<file path="src/rtl/capture_buf_ctrl.sv">
// capture_buf_ctrl
// Pre/post-trigger ring-buffer sequencer for an external simple-dual-port
// sample BRAM with a one-cycle registered read. The block captures
// samples circularly until a trigger arrives. It then writes a programmed
// number of post-trigger samples. Finally it streams the captured window,
// oldest sample first, over a valid/ready port.

module capture_buf_ctrl #(
    parameter int ADDR_WIDTH = 8,
    parameter int DATA_WIDTH = 12
) (
    input  logic                  clk,
    input  logic                  rst,
    input  logic                  arm,
    input  logic                  abort,
    input  logic                  trig,
    input  logic [ADDR_WIDTH-1:0] post_len,
    input  logic                  smp_valid,
    input  logic [DATA_WIDTH-1:0] smp_data,
    output logic                  ram_wr_en,
    output logic [ADDR_WIDTH-1:0] ram_wr_addr,
    output logic [DATA_WIDTH-1:0] ram_wr_data,
    output logic [ADDR_WIDTH-1:0] ram_rd_addr,
    input  logic [DATA_WIDTH-1:0] ram_rd_data,
    output logic                  out_valid,
    input  logic                  out_ready,
    output logic [DATA_WIDTH-1:0] out_data,
    output logic                  out_last,
    output logic                  busy,
    output logic                  full
);

    // Fill saturates at DEPTH, so the counter carries one extra bit.
    localparam logic [ADDR_WIDTH:0]   DEPTH_C = {1'b1, {ADDR_WIDTH{1'b0}}};
    localparam logic [ADDR_WIDTH-1:0] ONE_A   = {{(ADDR_WIDTH-1){1'b0}}, 1'b1};
    localparam logic [ADDR_WIDTH:0]   ONE_F   = {{ADDR_WIDTH{1'b0}}, 1'b1};

    typedef enum logic [2:0] {
        S_IDLE     = 3'd0,
        S_ARMED    = 3'd1,
        S_POST     = 3'd2,
        S_RD_ISSUE = 3'd3,
        S_RD_WAIT  = 3'd4,
        S_RD_VALID = 3'd5
    } state_t;

    state_t                  state_r;
    state_t                  next_state_s;

    logic [ADDR_WIDTH-1:0]   wr_ptr_r;
    logic [ADDR_WIDTH-1:0]   rd_ptr_r;
    logic [ADDR_WIDTH-1:0]   post_cnt_r;
    logic [ADDR_WIDTH:0]     fill_r;
    logic [ADDR_WIDTH:0]     rd_cnt_r;
    logic                    out_valid_r;
    logic [DATA_WIDTH-1:0]   out_data_r;
    logic                    out_last_r;

    logic                    wr_en_s;
    logic                    enter_rd_s;
    logic                    hs_s;
    logic [ADDR_WIDTH-1:0]   wr_ptr_nx_s;
    logic [ADDR_WIDTH:0]     fill_nx_s;
    logic                    full_nx_s;

    // Pointer and fill values as they will be after this cycle's write.
    // Readout entry uses them so that a write in the trigger/final cycle
    // is part of the captured window.
    always_comb begin
        wr_ptr_nx_s = wr_ptr_r;
        fill_nx_s   = fill_r;
        if (wr_en_s) begin
            wr_ptr_nx_s = wr_ptr_r + ONE_A;
            if (fill_r == DEPTH_C) begin
                fill_nx_s = fill_r;
            end else begin
                fill_nx_s = fill_r + ONE_F;
            end
        end else begin
            wr_ptr_nx_s = wr_ptr_r;
            fill_nx_s   = fill_r;
        end
        full_nx_s = (fill_nx_s == DEPTH_C);
    end

    // State register.
    always_ff @(posedge clk or posedge rst) begin
        if (rst) begin
            state_r <= S_IDLE;
        end else begin
            state_r <= next_state_s;
        end
    end

    // Next-state decode; abort overrides every other request.
    always_comb begin
        next_state_s = state_r;
        enter_rd_s   = 1'b0;
        if (abort) begin
            next_state_s = S_IDLE;
        end else begin
            case (state_r)
                S_IDLE: begin
                    if (arm) begin
                        next_state_s = S_ARMED;
                    end else begin
                        next_state_s = S_IDLE;
                    end
                end
                S_ARMED: begin
                    if (trig) begin
                        if (post_len == '0) begin
                            enter_rd_s   = 1'b1;
                            next_state_s = (fill_nx_s == '0) ? S_IDLE : S_RD_ISSUE;
                        end else begin
                            next_state_s = S_POST;
                        end
                    end else begin
                        next_state_s = S_ARMED;
                    end
                end
                S_POST: begin
                    if (wr_en_s && (post_cnt_r == ONE_A)) begin
                        enter_rd_s   = 1'b1;
                        next_state_s = (fill_nx_s == '0) ? S_IDLE : S_RD_ISSUE;
                    end else begin
                        next_state_s = S_POST;
                    end
                end
                S_RD_ISSUE: begin
                    next_state_s = S_RD_WAIT;
                end
                S_RD_WAIT: begin
                    next_state_s = S_RD_VALID;
                end
                S_RD_VALID: begin
                    if (out_ready) begin
                        next_state_s = (rd_cnt_r > ONE_F) ? S_RD_ISSUE : S_IDLE;
                    end else begin
                        next_state_s = S_RD_VALID;
                    end
                end
                default: begin
                    next_state_s = S_IDLE;
                end
            endcase
        end
    end

    // State-decoded outputs: the write port is live only while capturing.
    always_comb begin
        wr_en_s = 1'b0;
        hs_s    = 1'b0;
        case (state_r)
            S_ARMED, S_POST: begin
                wr_en_s = smp_valid;
            end
            S_RD_VALID: begin
                hs_s = out_ready & ~abort;
            end
            default: begin
                wr_en_s = 1'b0;
                hs_s    = 1'b0;
            end
        endcase
    end

    assign ram_wr_en   = wr_en_s;
    assign ram_wr_addr = wr_ptr_r;
    assign ram_wr_data = wr_en_s ? smp_data : '0;
    // rd_ptr is itself a register and is stable for the whole RD_ISSUE cycle.
    assign ram_rd_addr = rd_ptr_r;
    assign busy        = (state_r != S_IDLE);
    assign full        = (fill_r == DEPTH_C);
    assign out_valid   = out_valid_r;
    assign out_data    = out_data_r;
    assign out_last    = out_last_r;

    // Capture pointers, post-trigger counter and readout pointers.
    always_ff @(posedge clk or posedge rst) begin
        if (rst) begin
            wr_ptr_r   <= '0;
            fill_r     <= '0;
            post_cnt_r <= '0;
            rd_ptr_r   <= '0;
            rd_cnt_r   <= '0;
        end else begin
            if ((state_r == S_IDLE) && arm && !abort) begin
                wr_ptr_r <= '0;
                fill_r   <= '0;
            end else if (wr_en_s) begin
                wr_ptr_r <= wr_ptr_nx_s;
                fill_r   <= fill_nx_s;
            end

            if ((state_r == S_ARMED) && trig && !abort) begin
                post_cnt_r <= post_len;
            end else if ((state_r == S_POST) && wr_en_s) begin
                post_cnt_r <= post_cnt_r - ONE_A;
            end

            // Once the ring has wrapped, the oldest sample sits at the next
            // write location.
            if (enter_rd_s) begin
                rd_ptr_r <= full_nx_s ? wr_ptr_nx_s : '0;
                rd_cnt_r <= fill_nx_s;
            end else if (hs_s) begin
                rd_ptr_r <= rd_ptr_r + ONE_A;
                rd_cnt_r <= rd_cnt_r - ONE_F;
            end
        end
    end

    // Readout register: holds BRAM data and the last flag for the whole
    // valid phase, so they stay stable while the sink stalls.
    always_ff @(posedge clk or posedge rst) begin
        if (rst) begin
            out_valid_r <= 1'b0;
            out_data_r  <= '0;
            out_last_r  <= 1'b0;
        end else begin
            out_valid_r <= (next_state_s == S_RD_VALID);
            if ((state_r == S_RD_WAIT) && !abort) begin
                out_data_r <= ram_rd_data;
                out_last_r <= (rd_cnt_r == ONE_F);
            end
        end
    end

endmodule

</file>
<file path="config.mk">
export PLATFORM = sky130hd
export DESIGN_NAME = capture_buf_ctrl
export DESIGN_NICKNAME = d
export VERILOG_FILES = /design/src/rtl/capture_buf_ctrl.sv
export SDC_FILE = /design/constraint.sdc
export NUM_CORES = 1
export LEC_CHECK = 0
export ABC_AREA = 1
export BUFFER_PORTS_ARGS = -buffer_cell sky130_fd_sc_hd__buf_2
export CAP_MARGIN = 20
export CORE_UTILIZATION = 35
export CTS_CLUSTER_DIAMETER = 60
export DETAILED_ROUTE_END_ITERATION = 16
export GPL_TIMING_DRIVEN = 0
export SYNTH_ARGS = -nofsm -noshare
export SYNTH_HDL_FRONTEND = slang
export SYNTH_SLANG_ARGS = --single-unit
</file>
<file path="constraint.sdc">
create_clock -name clk -period 1.75 [get_ports clk]
set_input_delay 0.2625 -clock clk [delete_from_list [all_inputs] [get_ports clk]]
set_output_delay 0.2625 -clock clk [all_outputs]
set_load 0.01 [all_outputs]
</file>
Yosys cells after proc, flatten, opt, wreduce, memory -nomap -nowiden
Index checks and enable logic that the tools add are counted.

operators by class
  add/subtract/negate cells = 5
  order comparisons = 1
  eq/ne operators = 10
  multiplexer cells = 31
  bitwise operators = 2
  reductions and logical operators = 16

operator list
  operator                                                                number
  8-bit 2-to-1 mux                                                        8
  9-bit 2-to-1 mux                                                        6
  9-bit equality test (second input constant)                             2
  3-bit case mux with 6 select lines                                      1
  8-bit by 1-bit adder with 8-bit output (second input constant)          2
  12-bit 2-to-1 mux                                                       1
  9-bit by 1-bit adder with 9-bit output (second input constant)          1
  3-bit equality test (second input constant)                             3
  9-bit by 1-bit equality test with 1-bit output (second input constant)  1
  9-bit by 1-bit > comparator with 1-bit output (second input constant)   1
  9-bit zero test                                                         1
  3-bit 2-to-1 mux                                                        3
  9-bit by 1-bit subtractor with 9-bit output (second input constant)     1
  8-bit by 1-bit equality test with 1-bit output (second input constant)  1
  8-bit zero test                                                         1
  2-bit 2-to-1 mux                                                        4
  8-bit by 1-bit subtractor with 8-bit output (second input constant)     1
  1-bit logical AND                                                       7
  1-bit 2-to-1 mux                                                        7
  3-bit by 2-bit equality test with 1-bit output (second input constant)  2
  2-bit nonzero test                                                      3
  3-bit by 1-bit equality test with 1-bit output (second input constant)  1
  3-bit zero test                                                         1
  3-bit nonzero test                                                      1
  other kinds (5)                                                         5

storage, ports and cells
  flip-flop bits (word level) = 59
  output and inout port bits = 45

Logic depth before layout (Yosys ltp)
  word-level depth = 11
  gate-level depth with buffers = 15
  mapped depth without buffers = 15

Worst setup path before layout
No wires, ideal clock.

  path type = register -> register
  start = register fill_r[0]
  end = register rd_ptr_r[4], in the netlist ram_rd_addr[4]
  library setup time = 87 ps
  arrival time = 1763 ps
  required time = 1663 ps
  slack = -100 ps
  stages on the path, launching flop included = 11
  period minus slack after synthesis = 1850 ps
  cells stage by stage = dfrtp_1 ha_1 nand3_1 nor2_1 nand3_1 nor2_1 a21oi_1 or2_2 nor2_8 nand2_1 a22oi_1

between the ends
  word-level cells in the longest chain between the ends = 6
  elaborated cells on any way between the ends = 7
  classes of those cells = 1 x add/sub; 2 x eq/ne; 4 x mux

ends and longest elaborated chain
  item                                                                           RTL line  source
  start, declared                                                                53        logic [ADDR_WIDTH:0] fill_r;
  start signal, assigned                                                         193       fill_r <= fill_nx_s;
  9-bit by 1-bit adder with 9-bit output or 9-bit equality test (tied branches)  77, 74
  9-bit 2-to-1 mux                                                               74        if (fill_r == DEPTH_C) begin
  9-bit 2-to-1 mux *                                                             72        if (wr_en_s) begin
  9-bit equality test *                                                          83        full_nx_s = (fill_nx_s == DEPTH_C);
  8-bit 2-to-1 mux *                                                             205       rd_ptr_r <= full_nx_s ? wr_ptr_nx_s : '0;
  8-bit 2-to-1 mux *                                                             204       if (enter_rd_s) begin
  end signal, assigned                                                           205
  end signal, assigned                                                           208       rd_ptr_r <= rd_ptr_r + ONE_A;
  end, declared                                                                  51        logic [ADDR_WIDTH-1:0] rd_ptr_r;

Mark *: on every way between the ends. The rest lies on a longest branch, timed or not.
A chain may end at the register's enable or synchronous reset.

Worst setup path in the final report
  start = register state_r[1]
  end = register rd_ptr_r[7], in the netlist ram_rd_addr[7]

between the ends
  word-level cells in the longest chain between the ends = 8
  elaborated cells on any way between the ends = 16
  classes of those cells = 4 x eq/ne; 9 x mux; 3 x reduce/logical

ends and longest elaborated chain
  item                                                                                                              RTL line  source
  start, declared                                                                                                   47        state_t state_r;
  start signal, assigned                                                                                            91        state_r <= next_state_s;
  3-bit by 1-bit equality test with 1-bit output or 3-bit by 2-bit equality test with 1-bit output (tied branches)  102, 154
  2-bit OR reduction                                                                                                154       case (state_r)
  1-bit 2-to-1 mux                                                                                                  154
  1-bit logical AND                                                                                                 123       if (wr_en_s && (post_cnt_r == ONE_A)) begin
  1-bit 2-to-1 mux                                                                                                  123
  1-bit case mux with 2 select lines                                                                                102       case (state_r)
  1-bit 2-to-1 mux                                                                                                  99        if (abort) begin
  8-bit 2-to-1 mux or 2-bit nonzero test (tied branches)                                                            --

Several ways; a longest one is shown, not always the timed one.

==> impl_results.md <==
* DRT antenna net count at 0
* Worst VDD drop at 0.000550 V
* Max incr delay on CP at 0.45 ns
* Yosys warning total at 0
* Reg-to-reg endpoint: ram_rd_addr[7]
* Most frequent cells in the layout: buf_2 (83), nand2_1 (78), inv_1 (69), nor2_1 (61), dfrtp_1 (56)
* Sum Neg Setup Slack at -6.04 ns
* Clock Tree Buf Depth at 2
* Fin crit period at 2.04 ns
* Die X at 104 um
* DRC Markers at 0
* Port bufs at 83
* CP cell instances: inv_2 > nand3_4 > nand2_4 > buf_4 > a21oi_1 > a21oi_4 > nand2_2 > nor2_4 > nand2_4 > nor2_8 > nand2_2 > a31oi_1
* TritonCTS buffer count at 9
* Total grt overflow at 0
* Ports at 84
* DP Wirelength at 6510 um
* Critical path peak fanout at 7
* Crit path required time at 2.02 ns
* Worst slew margin at 51.4%
* Static leakage at 2.65 nW
* Status: finished, violations left
* Via count at 3488
* Routed Wire Length at 9240 um
* Final hold vios at 0
* Sequential share of the synthesized area at 40.7%
* Worst-case reg-to-reg path depth at 12
* Core area at 9910 sq um
* Part of the cycle the worst path needs at 117%
* Bufs and invs on worst path at 2
* DR iter-0 viols at 197
* Seq cells post-synth at 59
* Clock latency on the worst-skew pair at 0.35 ns
* Nets at 643
* Worst Path Arrival at 2.31 ns
* Core Util, Final at 50.1%
* Clk_skew at 0.0114 ns
* Total power density per cell area at 977 nW/um^2
* Global placer's final weighted congestion at 0.828
* Drt via density at 4.76
* Initial antenna violation count at 0
* Cell Rows at 36
* Setup crit start: state_r[1]
* Failing checks: negative setup slack
* Post-synth net total at 520
* Die height at 104 um
* First-pass GRT wire length at 15800 um
* Ratio of cells with drive above 1 in the final layout at 36.8%
* Overall Global Routing Usage at 17.8%
* Reg2reg start: state_r[1]
* Most common cell after layout, fill and taps aside: buf_2
* Worst slew pin tran at 0.729 ns
* DP Cell Count at 690
* Reg clk slew, reported paths at 0.07 ns
* Non-Filler Instances at 733
* Number of global-route vias before repair at 3547
* FMAX at 0.490 GHz
* Final worst setup slack at -0.292 ns
* Setup violators final at 35
* Die area at 10800 sq um
* Largest delay share family, worst path: simple AND/OR/NAND/NOR gates
* Synthesized area at 3620 sq um
* Unrepaired setup endpoints after global routing: true
* DRT Pass-1 Iters at 4
* Startpoint types: flop
* Slowest cell on the critical path: dfrtp_2
* CP Class: flop to flop
* # diodes at 0
* Area growth syn-to-layout at 37.1%
* Largest net degree at the start of global routing at 34
* Avg Cell Area, Syn at 7.66 sq um
* Critical path depth at 12
* H-tree Lvls at 3
* Max-cap violation count at 0
* Layout fillers at 954
* Synth unique cells at 39
* Clk sinks at 59
* Hold-fix buffers, CTS at 0
* Setup crit end kind: flop
* Clk root buf: clkbuf_8
* Mapped Cells at 473
* Critical Path Sink: ram_rd_addr[7]
* Final-report max-slew violation count at 0
* Initial core utilization at 36.6%
* FF-to-FF setup slack at -0.29 ns
* Post-Place Setup Slack at -0.361 ns
* Hold WC Path Type: input pin to async pin
* Drt wl/cell at 12.6 um
* TritonCTS clock tree: done
per-stage QoR:
stage | hold slack (ns) | area (sq um) | power, W
global placement | 0.485 | 4240 | 0.00326
global route | 0.102 | 4970 | 0.00520
detailed placement | 0.439 | 4260 | 0.00332
floorplan | 0.326 | 3660 | 0.00286
CTS | 0.0622 | 4810 | 0.00482
finish | 0.0362 | 4970 | 0.00485
cell families (layout without fill, tap and decap cells):
logic type / count (synthesis) / after routing / share of synthesized area, %
mux: 13 / 13 / 4.04
fa+ha+maj: 8 / 8 / 2.76
compound gates: 55 / 55 / 8.87
simple gates: 229 / 229 / 29.1
buf+inv: 90 / 217 / 9.91
flops: 59 / 59 / 40.7
xor+xnor: 19 / 19 / 4.59
flip-flops by register name, summed over array words and instances (netlist names):
signal,flops
out_last,1
state_r,3
post_cnt_r,8
ram_wr_addr,8
ram_rd_addr,8
fill_r,9
out_valid,1
out_data,12
rd_cnt_r,9
final cells by class:
class | instances | area (sq um) | area share, %
Sequential cell | 59 | 1480 | 29.8
Multi-Input combinational cell | 324 | 2060 | 41.4
Tap cell | 133 | 166 | 3.35
Inverter | 81 | 309 | 6.22
Clock inverter | 4 | 51.3 | 1.03
Clock buffer | 11 | 141 | 2.85
Timing Repair Buffer | 112 | 667 | 13.4
Buffer | 9 | 95.1 | 1.91
metal layers:
layer,up-vias,share of wire (%),track usage [%]
met5,-,0,0
li1,1747,-,-
met1,1628,43,20.8
met2,98,50,32.2
met4,0,1.8,6.12
met3,15,5.1,3.84
how the worst min path moves through the flow:
| stage | start | end | slack, ns | cells after the start |
|---|---|---|---|---|
| after floorplan | abort | state_r[0] | 0.33 | 1 |
| after global placement | out_data[6] | out_data[6] | 0.49 | 1 |
| after detailed placement | rst | ram_rd_addr[5] | 0.44 | 2 |
| after CTS | rst | ram_rd_addr[7] | 0.06 | 2 |
| after global routing | rst | ram_wr_addr[5] | 0.10 | 2 |
| final | rst | ram_wr_addr[5] | 0.04 | 2 |
power breakdown:
part	switching (W)	total [W]	internal (W)
Combinational	0.000975	0.00173	0.000754
Sequential	0.000227	0.00188	0.00165
Clock	0.000558	0.00125	0.000689
Total	0.00176	0.00485	0.00309
synth_stat cells:
library cell  count  area share [%]
clkinv_1          1            0.10
nand3_1          32             4.4
nor2_1           71             7.4
a21oi_1          24             3.3
a31oi_1           4            0.69
o211ai_1          5             1.0
o22ai_1           1            0.17
buf_4             3            0.62
nand4_2           1            0.35
o21ai_0          14             1.9
buf_6             1            0.31
nor2_8            1            0.55
nand2_4           3            0.93
mux2_2           13             4.0
nand2_2           6             1.0
nand3b_1          1            0.21
nand4_1           7             1.2
dfrtp_1          59              41
o221ai_1          3            0.73
inv_1            77             8.0
or2_2             1            0.17
nor3b_1           1            0.21
xor2_1           15             3.6
inv_2             3            0.31
ha_1              8             2.8
buf_2             2            0.28
nor2_4            2            0.62
nor3_4            1            0.45
nand2_1          86             8.9
nor2_2            2            0.35
a21oi_4           1            0.45
nor4_1            2            0.35
a22oi_1           2            0.41
nand3_2           2            0.55
and2_1            1            0.17
clkbuf_1          3            0.31
nor3_1            9             1.2
o21ai_1           1            0.14
xnor2_1           4            0.97
what timing repair did:
action | 4_1_cts | 5_1_grt
gates resized for setup | 50 | 27
setup buffers | 22 | 6
endpoints found under the setup margin | 44 | 46
cloned | 1 | 0
pin swaps | 19 | 20
Power figures use the tool's default switching activity.
